===== config.mk =====
export PLATFORM = sky130hd
export DESIGN_NAME = pbchk_rx
export DESIGN_NICKNAME = d
export VERILOG_FILES = /design/src/rtl/pbchk_rx.sv
export SDC_FILE = /design/constraint.sdc
export NUM_CORES = 1
export LEC_CHECK = 0
export ABC_AREA = 0
export BUFFER_PORTS_ARGS = -buffer_cell sky130_fd_sc_hd__buf_2
export CORE_UTILIZATION = 55
export CTS_CLUSTER_DIAMETER = 120
export CTS_CLUSTER_SIZE = 30
export DETAILED_ROUTE_END_ITERATION = 16
export PLACE_DENSITY = 0.87
export SLEW_MARGIN = 20
export SYNTH_ARGS = -nofsm -noshare
export SYNTH_HDL_FRONTEND = slang
export SYNTH_SLANG_ARGS = --single-unit
export TNS_END_PERCENT = 10

===== constraint.sdc =====
create_clock -name clk -period 3 [get_ports clk]
set_clock_uncertainty 0.05 [all_clocks]
set_input_delay 0.6 -clock clk [delete_from_list [all_inputs] [get_ports clk]]
set_output_delay 0.6 -clock clk [all_outputs]
set_load 0.02 [all_outputs]

===== src/rtl/pbchk_rx.sv =====
// Serial frame receiver: start, 4 data bits (MSB first), parity, stop.
// Reports data, parity/framing errors and a saturating error-frame count.
module pbchk_rx #(
   parameter bit ODD_PAR = 1'b0
) (
   input  logic       clk,
   input  logic       rst_n,
   input  logic       bit_en,
   input  logic       inp,
   output logic [3:0] out_data,
   output logic       out_valid,
   output logic       out_perr,
   output logic       out_ferr,
   output logic [7:0] err_cnt
);

   typedef enum logic [1:0] {
      IDLE = 2'd0,
      DATA = 2'd1,
      PAR  = 2'd2,
      STOP = 2'd3
   } state_t;

   state_t     state;
   logic [1:0] bit_cnt;
   logic [3:0] shift;
   logic       par_bit;

   // Frame fails when the XOR of data and parity differs from the selected sense.
   function automatic logic parity_err(input logic [3:0] d, input logic p);
      return ((^d) ^ p) != ODD_PAR;
   endfunction

   function automatic logic [7:0] sat_inc(input logic [7:0] c);
      return (c == 8'hFF) ? c : c + 8'd1;
   endfunction

   logic perr_now;
   logic ferr_now;

   always_comb begin
      perr_now = parity_err(shift, par_bit);
      ferr_now = ~inp;
   end

   always_ff @(posedge clk or negedge rst_n) begin
      if (!rst_n) begin
         state     <= IDLE;
         bit_cnt   <= 2'd0;
         shift     <= 4'h0;
         par_bit   <= 1'b0;
         out_data  <= 4'h0;
         out_valid <= 1'b0;
         out_perr  <= 1'b0;
         out_ferr  <= 1'b0;
         err_cnt   <= 8'h00;
      end else begin
         out_valid <= 1'b0;
         if (bit_en) begin
            case (state)
               IDLE: begin
                  bit_cnt <= 2'd0;
                  if (!inp) state <= DATA;
               end
               DATA: begin
                  // First data bit ends up in the MSB after four shifts.
                  shift   <= {shift[2:0], inp};
                  bit_cnt <= bit_cnt + 2'd1;
                  if (bit_cnt == 2'd3) state <= PAR;
               end
               PAR: begin
                  par_bit <= inp;
                  state   <= STOP;
               end
               STOP: begin
                  out_data  <= shift;
                  out_perr  <= perr_now;
                  out_ferr  <= ferr_now;
                  out_valid <= 1'b1;
                  if (perr_now || ferr_now) err_cnt <= sat_inc(err_cnt);
                  state <= IDLE;
               end
               default: state <= IDLE;
            endcase
         end
      end
   end

endmodule


==> metrics <==
PwrDens=around 1100 nW/µm²; DR WL/cell=about 14 µm; failing checks=DRC; Sw Ratio=between 40% and 50%; dpl cells=~130; clock sinks=24; layout cell share with drive strength beyond 1=34.3%; CP startpoint kind=flop; dpl hpwl=approximately 1500 µm; critical path class=flop to flop; final hold violations=0; Worst setup EP type=flop; sequential power share=39.7%; post-CTS resize count=0; height of the chip=approximately 48 µm; Worst EP required=roughly 3200 ps; # rows=16; syn nets=99; Worst R2R Setup Slack=1080 ps; Comb power frac=between 50% and 60%; sequential cell area fraction in the yosys report=52.3%; final core utilization=about 66%; commonest cells after routing, fill and taps aside=dfrtp_1 (24), buf_2 (18), mux2_2 (10), nand2_1 (9); CTS tree=done; FMAX=0.520 GHz; sw power=0.608 mW; Core Region=approximately 2000 µm²; reg2reg start=state[0]; Netlist cell types=21; YS warnings=0; relative slew slack=about 62%; fin crit share=64.1%; via count=between 700 and 800; IO Pins=19; die area=approximately 2300 µm²; Initial Util=about three fifths; Fillers=about 160; Setup Viol. Count Final=0; leakage dissipation=0.646 nW; vias in the first global route=roughly 680; Max Buffers Root-to-Sink=2; Synth Instances=88; Vias/cell=roughly 5.4; Max-Cap Viols=0; RSZ-0062 raised after global routing=no; Clk pwr share=a little over 9%; H-tree depth=1; Pwr Total=approximately 1.4 mW; Routability Congestion=roughly 0.76; synthesized area per cell=between 10 and 15 µm²; first-pass GRT wire length=slightly above 3000 µm; R2R Path End=err_cnt[1]; Worst Path Max Fanout=9; peak supply drop=about 0.80 mV; number of hold buffers added after CTS=0; Hold Crit Class=input port to async pin; Initial DRC Count=13; initial antenna violation count=0; Synth Register Bits=24; Setup TNS=0 ps; largest net degree at the start of global routing=25; TritonRoute pass-1 iters=10; clk_lat worst skew=roughly 300 ps; PortBufs=18; GR Util All Layers=between 10% and 20%; worst-margin pin slew=572 ps; Post-Syn Area=1150 µm²; internal power=just over 0.8 mW; DRT antenna net count=0; fin. max-slew vios=0; fin cells=135; Reg clk slew, reported paths=approximately 120 ps; worst hold slack=about 210 ps; total routed wirelength=1920 µm; status=complete, but fails checks; Final min period=1920 ps; Remaining DRCs=1; Nets=about 120; worst reg2reg path depth=6; buffer count from post-CTS setup fixing=0; n_diodes=0; root buffer cell=clkbuf_4; TritonCTS buffer count=3; commonest non-fill, non-tap cell in the layout=dfrtp_1; Die Wd=roughly 48 µm; P&R area growth vs syn=12.4%; crit path DAT=~2100 ps; grt ovf=0
final cells by class:
class	count	area, µm²	share of cell area, %
Inverter	4	15.0	1.16
Timing Repair Buffer	18	90.1	6.98
Sequential cell	24	601	46.5
Tap cell	27	33.8	2.62
Clock buffer	3	22.5	1.74
Multi-Input combinational cell	59	529	41.0
critical path, cell delays in order (launching register included):
cell and delay (ps):
dfrtp_1 420, ha_1 200, nand2_1 250, inv_1 90, o21ai_1 330, a21oi_1 150
mux2_1 340
cell usage after synthesis:
cell type | number | area [µm²]
dfrtp_1 | 24 | 601
mux2_2 | 10 | 113
nand2_1 | 9 | 33.8
ha_1 | 7 | 87.6
xor2_1 | 7 | 61.3
nand3_1 | 5 | 25.0
inv_1 | 4 | 15.0
o21ai_0 | 4 | 20.0
a2111oi_2 | 3 | 45.0
a211oi_1 | 3 | 22.5
a21oi_1 | 2 | 10.0
a32o_1 | 1 | 10.0
clkbuf_1 | 1 | 3.75
mux2_1 | 1 | 11.3
nand2b_1 | 1 | 6.26
nand4_1 | 1 | 6.26
nor3_1 | 1 | 5.00
o21ai_1 | 1 | 5.00
xnor2_2 | 1 | 16.3
xnor2_4 | 1 | 27.5
xnor3_2 | 1 | 23.8
worst max path at each step:
stage / cells after the start / slack (ps) / start / end
global placement: 6 / 980 / bit_en / err_cnt[1]
detailed placement: 6 / 920 / bit_en / err_cnt[1]
floorplan: 5 / 1170 / err_cnt[0] / err_cnt[1]
finish: 6 / 1080 / state[0] / err_cnt[1]
CTS: 6 / 1070 / state[1] / err_cnt[1]
global route: 6 / 950 / state[0] / err_cnt[1]
stage by stage:
step | instance area [µm²] | setup slack [ps]
floorplan | 1150 | 1170
global placement | 1270 | 980
detailed placement | 1270 | 918
CTS | 1290 | 1070
global route | 1290 | 949
finish | 1290 | 1080
power groups by stage:
stage | combinational [mW] | sequential (mW) | clock (mW)
3_3_place_gp | 0.703 | 0.566 | 0
4_1_cts | 0.739 | 0.572 | 0.138
2_1_floorplan | 0.492 | 0.641 | 0
5_1_grt | 0.806 | 0.593 | 0.153
6_report | 0.734 | 0.571 | 0.132
3_5_place_dp | 0.739 | 0.580 | 0
registers in the layout, summed over array words and instances (netlist names):
signal and count:
out_valid 1, shift 4, bit_cnt 2, state 2, out_data 4, out_ferr 1, par_bit 1, err_cnt 8
out_perr 1
cells by family (layout without fill, tap and decap cells):
group / after synthesis / after routing / share of synthesized area (%)
DFF: 24 / 24 / 52.3
and+or+nand+nor: 17 / 17 / 6.64
AOI/OAI and AO/OA: 14 / 14 / 9.80
muxes: 11 / 11 / 10.8
xor gates and xnor gates: 10 / 10 / 11.2
adders and majority gates: 7 / 7 / 7.62
buffers and inverters: 5 / 25 / 1.63
routing by layer:
layer | vias to the layer above | global-route usage, % | share of wire, %
li1 | 355 | - | -
met5 | - | 0 | 0
met1 | 353 | 26.3 | 48
met4 | 0 | 6.67 | 0.78
met3 | 2 | 3.40 | 2.7
met2 | 13 | 32.4 | 49
Note: power is estimated with default switching activity, not from simulation.
